File: src/rtl/buceros_uart_tx_pkg.sv
// buceros_uart_tx_pkg: shared register offsets, STATUS bit positions and FSM states for the UART transmitter
//   Register offsets (addr[3:2]) and STATUS bit positions are text macros, so the bus decode and software agree on them.
//   Optional feature macro: UART_PARITY_EN (even parity bit after the data bits).
`ifndef BUCEROS_HEADER_DEFS
`define BUCEROS_HEADER_DEFS
`define UART_TXDATA_OFS 2'd0
`define UART_STATUS_OFS 2'd1
`define UART_BAUD_OFS 2'd2
`define UART_ST_FULL 2
`define UART_ST_EMPTY 3
`define UART_ST_BUSY 4
`define UART_ST_OVF 5
`define UART_ST_PAR 6
`endif

package buceros_uart_tx_pkg;
   typedef enum logic [2:0] {
      ST_IDLE   = 3'd0,
      ST_START  = 3'd1,
      ST_DATA   = 3'd2,
      ST_PARITY = 3'd3,
      ST_STOP   = 3'd4
   } uart_state_e;
   localparam logic [15:0] BAUD_MIN = 16'd2;
endpackage

File: src/rtl/buceros_sync_fifo.sv
// buceros_sync_fifo: first-word-fall-through synchronous FIFO
//   clk, rst_n : clock, asynchronous active-low reset (pointers and count only; contents are discarded)
//   push_i     : write din_i; accepted when not full, or when full and popping in the same cycle
//   pop_i      : drop the head entry; ignored when empty
//   dout_o     : head entry, valid whenever empty_o is low
//   full_o, empty_o, count_o : occupancy flags and entry count
module buceros_sync_fifo #(
   parameter int unsigned WIDTH = 8,
   parameter int unsigned DEPTH = 16,
   localparam int unsigned AW = $clog2(DEPTH)
) (
   input  logic             clk,
   input  logic             rst_n,
   input  logic             push_i,
   input  logic             pop_i,
   input  logic [WIDTH-1:0] din_i,
   output logic [WIDTH-1:0] dout_o,
   output logic             full_o,
   output logic             empty_o,
   output logic [AW:0]      count_o
);
   logic [WIDTH-1:0] mem_q [DEPTH];
   logic [AW-1:0] wr_ptr_q, wr_ptr_d, rd_ptr_q, rd_ptr_d;
   logic [AW:0] count_q, count_d;
   logic do_push, do_pop;
   assign full_o   = count_q == (AW+1)'(DEPTH);
   assign empty_o  = count_q == '0;
   assign count_o  = count_q;
   assign dout_o   = mem_q[rd_ptr_q];
   assign do_pop   = pop_i & !empty_o;
   assign do_push  = push_i & (!full_o | do_pop);
   assign wr_ptr_d = wr_ptr_q + AW'(do_push);
   assign rd_ptr_d = rd_ptr_q + AW'(do_pop);
   assign count_d  = count_q + (AW+1)'(do_push) - (AW+1)'(do_pop);
   always_ff @(posedge clk or negedge rst_n) begin
      if (!rst_n) begin
         wr_ptr_q <= '0;
         rd_ptr_q <= '0;
         count_q  <= '0;
      end else begin
         wr_ptr_q <= wr_ptr_d;
         rd_ptr_q <= rd_ptr_d;
         count_q  <= count_d;
      end
   end
   always_ff @(posedge clk) begin
      if (do_push) mem_q[wr_ptr_q] <= din_i;
   end
endmodule

File: src/rtl/buceros_uart_tx.sv
// buceros_uart_tx: memory-mapped 8N1 UART transmitter with TX FIFO, programmable baud divider and STATUS polling
//   clk, rst_n      : CPU clock, asynchronous active-low reset
//   en_i            : peripheral select; r_en_i / w_en_i : bus read / write strobes
//   addr_i          : byte address, [3:2] selects TXDATA(0) STATUS(1) BAUD(2) reserved(3)
//   w_data_i        : write data; r_data_o : combinational read data, 0 unless en_i & r_en_i
//   pin_uart_tx_o   : serial line, idle high
//   Optional feature macro: UART_PARITY_EN adds an even parity bit and sets STATUS bit6.
module buceros_uart_tx
   import buceros_uart_tx_pkg::*;
#(
   parameter int unsigned FIFO_DEPTH  = 16,
   parameter int unsigned DEFAULT_DIV = 434
) (
   input  logic        clk,
   input  logic        rst_n,
   input  logic        en_i,
   input  logic        r_en_i,
   input  logic        w_en_i,
   input  logic [31:0] addr_i,
   input  logic [31:0] w_data_i,
   output logic [31:0] r_data_o,
   output logic        pin_uart_tx_o
);
   localparam int unsigned CW = $clog2(FIFO_DEPTH) + 1;
   uart_state_e state_q, state_d;
   logic [15:0] baud_q, baud_d, period_q, period_d, cnt_q, cnt_d;
   logic [2:0] idx_q, idx_d;
   logic [7:0] data_q, data_d, fifo_dout;
   logic ovf_q, ovf_d;
   logic [1:0] sel;
   logic wr, push, pop, tick, fifo_full, fifo_empty, busy, unused_ok;
   logic [CW-1:0] fifo_count;
   logic [31:0] status;
   assign sel  = addr_i[3:2];
   assign wr   = en_i & w_en_i;
   assign push = wr & (sel == `UART_TXDATA_OFS);
   assign tick = cnt_q == 16'd0;
   assign busy = state_q != ST_IDLE;
   // The head is loaded from IDLE, or straight from the last STOP cycle so frames run back to back.
   assign pop  = !fifo_empty & ((state_q == ST_IDLE) | ((state_q == ST_STOP) & tick));
   assign unused_ok = ^{addr_i[31:4], addr_i[1:0], w_data_i[31:16], fifo_count};
   buceros_sync_fifo #(
      .WIDTH (8),
      .DEPTH (FIFO_DEPTH)
   ) u_fifo (
      .clk     (clk),
      .rst_n   (rst_n),
      .push_i  (push),
      .pop_i   (pop),
      .din_i   (w_data_i[7:0]),
      .dout_o  (fifo_dout),
      .full_o  (fifo_full),
      .empty_o (fifo_empty),
      .count_o (fifo_count)
   );
   always_comb begin
      baud_d = (wr & (sel == `UART_BAUD_OFS)) ? ((w_data_i[15:0] < BAUD_MIN) ? BAUD_MIN : w_data_i[15:0]) : baud_q;
      // A push into a full FIFO only survives if the shifter frees a slot in the same cycle.
      ovf_d  = (push & fifo_full & !pop) | (ovf_q & !(wr & (sel == `UART_STATUS_OFS) & w_data_i[5]));
   end
   always_comb begin
      status = '0;
      status[`UART_ST_FULL]  = fifo_full;
      status[`UART_ST_EMPTY] = fifo_empty;
      status[`UART_ST_BUSY]  = busy;
      status[`UART_ST_OVF]   = ovf_q;
`ifdef UART_PARITY_EN
      status[`UART_ST_PAR]   = 1'b1;
`endif
      r_data_o = !(en_i & r_en_i) ? 32'd0 :
                 (sel == `UART_STATUS_OFS) ? status :
                 (sel == `UART_BAUD_OFS) ? {16'd0, baud_q} : 32'd0;
   end
   always_comb begin
      state_d  = state_q;
      cnt_d    = busy ? (tick ? period_q - 16'd1 : cnt_q - 16'd1) : cnt_q;
      idx_d    = idx_q;
      data_d   = data_q;
      period_d = period_q;
      case (state_q)
         ST_IDLE:   state_d = fifo_empty ? ST_IDLE : ST_START;
         ST_START:  state_d = tick ? ST_DATA : ST_START;
         ST_DATA: begin
            if (tick) begin
               idx_d = idx_q + 3'd1;
`ifdef UART_PARITY_EN
               if (idx_q == 3'd7) state_d = ST_PARITY;
`else
               if (idx_q == 3'd7) state_d = ST_STOP;
`endif
            end
         end
         ST_PARITY: state_d = tick ? ST_STOP : ST_PARITY;
         ST_STOP:   state_d = tick ? (fifo_empty ? ST_IDLE : ST_START) : ST_STOP;
         default:   state_d = ST_IDLE;
      endcase
      // BAUD is frozen into period_q here so mid-frame writes only affect the next frame.
      if (pop) begin
         data_d   = fifo_dout;
         period_d = baud_q;
         cnt_d    = baud_q - 16'd1;
         idx_d    = 3'd0;
      end
   end
   always_ff @(posedge clk or negedge rst_n) begin
      if (!rst_n) begin
         state_q  <= ST_IDLE;
         baud_q   <= 16'(DEFAULT_DIV);
         period_q <= 16'(DEFAULT_DIV);
         cnt_q    <= '0;
         idx_q    <= '0;
         data_q   <= '0;
         ovf_q    <= 1'b0;
      end else begin
         state_q  <= state_d;
         baud_q   <= baud_d;
         period_q <= period_d;
         cnt_q    <= cnt_d;
         idx_q    <= idx_d;
         data_q   <= data_d;
         ovf_q    <= ovf_d;
      end
   end
   assign pin_uart_tx_o = (state_q == ST_START) ? 1'b0 :
                          (state_q == ST_DATA) ? data_q[idx_q] :
                          (state_q == ST_PARITY) ? ^data_q : 1'b1;
endmodule
File: config.mk
export PLATFORM = sky130hd
export DESIGN_NAME = buceros_uart_tx
export DESIGN_NICKNAME = d
export VERILOG_FILES = /design/src/rtl/buceros_uart_tx_pkg.sv /design/src/rtl/buceros_sync_fifo.sv /design/src/rtl/buceros_uart_tx.sv
export SDC_FILE = /design/constraint.sdc
export NUM_CORES = 1
export LEC_CHECK = 0
export ABC_AREA = 1
export BUFFER_PORTS_ARGS = -buffer_cell sky130_fd_sc_hd__buf_4
export CORE_ASPECT_RATIO = 1.5
export CORE_MARGIN = 2
export CORE_UTILIZATION = 35
export CTS_CLUSTER_DIAMETER = 120
export DETAILED_ROUTE_END_ITERATION = 8
export PLACE_DENSITY_LB_ADDON = 0.12
export SKIP_LAST_GASP = 1
export SLEW_MARGIN = 30
export SYNTH_ARGS = -nofsm -noshare
export SYNTH_HDL_FRONTEND = slang
export SYNTH_SLANG_ARGS = --single-unit
export TNS_END_PERCENT = 20
File: constraint.sdc
create_clock -name clk -period 3.64 [get_ports clk]
set_input_delay 0.546 -clock clk [delete_from_list [all_inputs] [get_ports clk]]
set_output_delay 0.546 -clock clk [all_outputs]
set_load 0.05 [all_outputs]
After elaboration in Yosys (flattened, before gate mapping)
Memories as Yosys holds them, arrays and structs flattened. A register that Yosys moved wholly into a read port is not among the register bits.
Cells that the tools add are included.
- memories: 1
- output and inout port bits: 33
- word-level logic and storage cells: 86
- bits in read-only memories: 0
- memory bits (writable): 128
- input port bits: 69
- bits in latches: 0
- register bits: 68
- magnitude comparators: 2
- reductions and logical operators: 16
- bitwise operators: 16
- equal/unequal tests: 10
- $mul: 0
- multiplexer cells: 24
- add/sub/neg operators: 8
- divide/modulo/power cells: 0
- shifts and indexed selects: 0
- memory list (name ; depth ; width ; rd ports ; clocked after Yosys merged registers in ; wr ports ; line ; text):
    u_fifo.mem_q ; 16 ; 8 ; 1 ; 1 ; 1 ; buceros_sync_fifo.sv:22 ; logic [WIDTH-1:0] mem_q [DEPTH];
- operators with widths (kind ; count):
    $mux 16 ; 7
    $sub 16x1->16 const B ; 3
    $mux 3 ; 7
    $logic_not 16->1 ; 1
    $lt 16x2->1 const B ; 1
    $pmux 3 s5 ; 1
    $and 1x1->1 ; 13
    $add 4x1->4 ; 2
    $reduce_xor 8->1 ; 1
    $mux 1 ; 7
    $eq 3x2->1 const B ; 2
    $eq 3x3->1 const B ; 2
    $reduce_bool 2->1 ; 3
    $add 5x1->5 ; 1
    $eq 5x5->1 const B ; 1
    $logic_not 1->1 ; 5
    $logic_not 5->1 ; 1
    $sub 5x1->5 ; 1
    $lt 3x4->1 const B ; 1
    $ne 2x2->1 const B ; 2
    $reduce_and 2->1 ; 2
    $add 3x1->3 const B ; 1
    $bmux 1 s3 ; 1
    $eq 3x1->1 const B ; 1
    7 further kinds ; 9

Logic depth before layout (Yosys ltp)
- depth in word-level cells: 9
- mapped depth: 19
- mapped depth without buffers: 19

Cells and area by module
From an unflattened synthesis, not the netlist that was laid out.
- cell total of the unflattened synthesis: 1121
- area, all modules: 10035.9 um^2
- by module, submodules not included (module ; times used ; seq. area each (um^2) ; cells an instance ; area an instance (um^2)):
    buceros_sync_fifo ; 1 ; 4169.0 ; 603 ; 6292.3
    buceros_uart_tx ; 1 ; 1589.0 ; 518 ; 3743.6

Worst setup path before layout
No wires, ideal clock.
- path kind: reg2reg
- start: register cnt_q[14]
- end: register u_fifo.count_q[4], in the netlist u_fifo.count_o[4]
- slack: 0.869 ns
- clock period less this slack: 2.771 ns
- required time: 3.561 ns
- arrival time: 2.692 ns
- buffers on the path: 1
- setup time: 0.079 ns
- stages on the path, launching flop included: 14
- cells stage by stage: dfrtp_1 -> nor2_1 -> nand2_1 -> nor2_2 -> nand2_4 -> a21oi_2 -> clkbuf_1 -> ha_1 -> inv_1 -> ha_1 -> inv_1 -> fa_1 -> o21ai_0 -> xor2_1
- cells in the longest elaborated chain, start to end: 9
- ends and longest elaborated chain (element ; line ; text):
    from (decl) ; buceros_uart_tx.sv:26 ; logic [15:0] baud_q, baud_d, period_q, period_d, cnt_q, cnt_d;
    from (signal assigned) ; buceros_uart_tx.sv:118 ; cnt_q <= cnt_d;
    $logic_not 16->1 * ; buceros_uart_tx.sv:37 ; assign tick = cnt_q == 16'd0;
    $and 1x1->1 * ; buceros_uart_tx.sv:40 ; assign pop = !fifo_empty & ((state_q == ST_IDLE) | ((state_q == ST_STOP) & tick));
    $or 1x1->1 * ; buceros_uart_tx.sv:40 ;
    $and 1x1->1 * ; buceros_uart_tx.sv:40 ;
    $and 1x1->1 * ; buceros_sync_fifo.sv:30 ; assign do_pop = pop_i & !empty_o;
    $or 1x1->1 ; buceros_sync_fifo.sv:31 ; assign do_push = push_i & (!full_o | do_pop);
    $and 1x1->1 ; buceros_sync_fifo.sv:31 ;
    $add 5x1->5 ; buceros_sync_fifo.sv:34 ; assign count_d = count_q + (AW+1)'(do_push) - (AW+1)'(do_pop);
    $sub 5x1->5 * ; buceros_sync_fifo.sv:34 ;
    net u_fifo.count_d[4] ; buceros_sync_fifo.sv:24 ; logic [AW:0] count_q, count_d;
    to (signal assigned) ; buceros_sync_fifo.sv:43 ; count_q <= count_d;
    to (decl) ; buceros_sync_fifo.sv:24 ;
The timed path passes the listed nets; every way through them passes the cells marked *.
A chain may end at the register's enable or synchronous reset.

Worst setup path after layout
- start: register cnt_q[3]
- end: register u_fifo.count_q[4], in the netlist u_fifo.count_o[4]
Same word-level chain as after synthesis.

==> results by group <==
Run status
  • Outcome: completed

Timing
  • Final setup viols: 0
  • Final period util: 83.6%
  • Hold Fails Final Rpt: 0
  • Slew at the pin with the worst max-slew slack: 810 ps
  • Unrepaired setup endpoints after global routing: no
  • Final min period: 3040 ps
  • Max Slew Vio Count: 0
  • Fin Setup TNS: 0 ps
  • Clock skew: 15.5 ps
  • Slew HR: 45.6%
  • Max frequency: 329 MHz

Route
  • DR vias/cell: 4.95
  • Post-route ant nets: 0
  • WL met1: 9660 µm
  • # DRC: 0
  • Final wirelength: 25000 µm
  • Starting DRT DRC Count: 394
  • Routed wl met2: 13900 µm
  • Highest metal used: met4
  • Vias: 6836
  • DR WL met3: 877 µm
  • Routed len/inst: 18.1 µm
  • DRT Pass-1 Iters: 5

Synth
  • Count leader, synth: nand2_1
  • Synth area leader: edfxtp_1
  • Synth area leaders: edfxtp_1 (41%), dfrtp_1 (18%), nand2_1 (8.1%)
  • Leading register cell type out of synthesis: edfxtp_1
  • Largest family of logic cells by synthesized area: simple AND/OR/NAND/NOR gates
  • Yosys reg bits: 204
  • Register area share after synthesis: 61.1%
  • Async set-reset flop share out of synthesis: 37.3%
  • Post-Synth Adder-Cell Area: 1.94%
  • Syn avg cell area: 9.70 µm²
  • Multiplexer share of the synthesized area: 0%
  • Compound-gate portion of the synthesized area: 10.3%
  • Post-synth EDFFs: 128
  • Mapped Area: 0.00943 mm²
  • Synth warn: 0
  • Cells after synthesis: 972
  • Synthesized-area fraction occupied by xor and xnor cells: 1.39%
  • Synth top area share: 40.8%
  • Post-synth cell types: 42
  • Post-synthesis simple-gate area fraction: 19.3%
  • Post-synth top cells: nand2_1 (203), nor2_1 (152), edfxtp_1 (128), o21ai_0 (100), inv_1 (72)

Placed design
  • # port buffers: 39
  • Post-placement cell count: 1340
  • Hpwl dp: 16900 µm
  • Final GP Congestion: 0.816

Critical path
  • Required @ worst endpoint: 4070 ps
  • Critical path startpoint category: flip-flop
  • Worst-path maximum fanout: 15
  • Worst setup path class: reg2reg
  • Critical Path AT: 3470 ps
  • CP endpoint kind: flip-flop

Global routing
  • Initial antenna violation count: 0
  • GRT overflow: 0
  • Total GRT Usage: 17.7%
  • Vias in the first global route: 6811
  • First-pass GRT wire length: 38700 µm
  • Largest net degree at the start of global routing: 66

Pwr
  • Leak pwr: 0.00450 µW
  • Cell Pwr Density: 554 mW/mm²
  • Tot Pwr: 6080 µW
  • VDD IR max: 391 µV

Final layout
  • Total Nets Final: 1110
  • Area Growth Syn to Fin: 16.3%
  • Filler cells: 2612
  • Finished Layout Cells: 1380
  • Diode count: 0
  • Layout cells sized above 1: 12.9%
  • Sequential Area: 0.00576 mm²
  • Area of the multi-input gates: 0.00316 mm²

Clock network
  • Clk_lat worst skew: 510 ps
  • Post-CTS Setup Bufs: 0
  • Post-CTS sizing: 0
  • Num CTS Buffers: 22
  • Hold-fix buffers, CTS: 0
  • H-Tree Level Count: 1
  • CTS root buf: clkbuf_16
  • Worst-path clk slew: 60 ps
  • Clock sinks: 204
  • Clock Path Buffers: 3
  • CTS tree: built

Floorplanning
  • Cell row count: 73
  • Core area: 0.0265 mm²
  • Die area: 0.0283 mm²
  • Die width: 138 µm
  • Die height: 205 µm
  • Initial Utilization: 35.6%
  • I/O pin count: 102

Run
  • Total of max-cap violations: 0

Min path
  • Hold WC Path Type: in2async
metal layers:
layer	track usage, %	vias to the layer above
met5	0	-
met4	5.14	0
met3	2.13	31
met2	35.2	138
met1	19.5	3305
li1	-	3362
path summary, 6_finish.rpt:
kind,from,end,slack (ps),cells after the start
worst max-delay path,cnt_q[3],u_fifo.count_o[4],600,13
min in group clk,w_data_i[15],baud_q[15],260,3
max in group asynchronous,rst_n,period_q[4],2700,2
worst max register to register,cnt_q[3],u_fifo.count_o[4],600,13
worst min-delay path,rst_n,period_q[11],110,1
worst min register to register,period_q[4],period_q[4],460,2
registers in the layout, indices dropped and copies added, names as in the netlist, 4 cells and up:
name and cells:
u_fifo.mem_q 128, baud_q 16, cnt_q 16, period_q 16
data_q 8, u_fifo.count_o 5, u_fifo.rd_ptr_q 4, u_fifo.wr_ptr_q 4
critical path, cell delays in order, from the launching register on:
cell and delay, ps:
dfrtp_1 390, nor2_1 260, nand2_1 110, nor2_2 230, nand2_4 160, nand2_4 230, nand2_4 170, a21oi_2 150
buf_4 170, ha_1 200, inv_1 60, fa_1 410, o21ai_0 250, xor2_1 170
layout by cell type (no fill, tap or decap), types with 5 or more instances in the layout:
cell type  count
a21oi_1       16
buf_4         71
bufinv_16      6
clkbuf_16     23
clkinv_1       5
conb_1        16
dfrtp_1       65
dfstp_2       10
edfxtp_1     128
ha_1          13
inv_1         72
nand2_1      203
nand2_2        5
nand3_1       47
nor2_1       152
nor3_1         9
o21ai_0      100
o22ai_1       33
o32ai_1        8
xnor2_1        8
xor2_1         7
final cells by class:
cell class | instances | area share, %
Clock inverter | 14 | 2.03
Inverter | 74 | 2.53
Tap cell | 337 | 3.85
Sequential cell | 204 | 52.5
Multi-Input combinational cell | 654 | 28.9
Clock buffer | 26 | 5.35
Timing Repair Buffer | 71 | 4.86
power breakdown:
| group | total, µW | leakage [µW] | internal [µW] | switching [µW] |
|---|---|---|---|---|
| Sequential | 2750 | 0.00204 | 2640 | 111 |
| Clock | 2500 | 0.000393 | 1580 | 917 |
| Combinational | 833 | 0.00206 | 273 | 560 |
stage by stage:
stage | cell area (µm²) | hold WS [ps] | worst slack [ps] | util [%]
4_1_cts | 11000 | 154 | 558 | 41.4
2_1_floorplan | 9480 | 250 | 869 | -
3_5_place_dp | 10200 | 452 | 581 | 38.3
5_1_grt | 11000 | 169 | 197 | 41.4
6_report | 11000 | 106 | 598 | 41.4
3_3_place_gp | 10200 | 453 | 619 | 38.3
logic make-up after synthesis:
family	Yosys count
simple gates	437
buf+inv	129
fa+ha+maj	14
other cells	1
compound gates	172
flops	204
xor+xnor	15
Note: power is estimated with default switching activity, not from simulation.
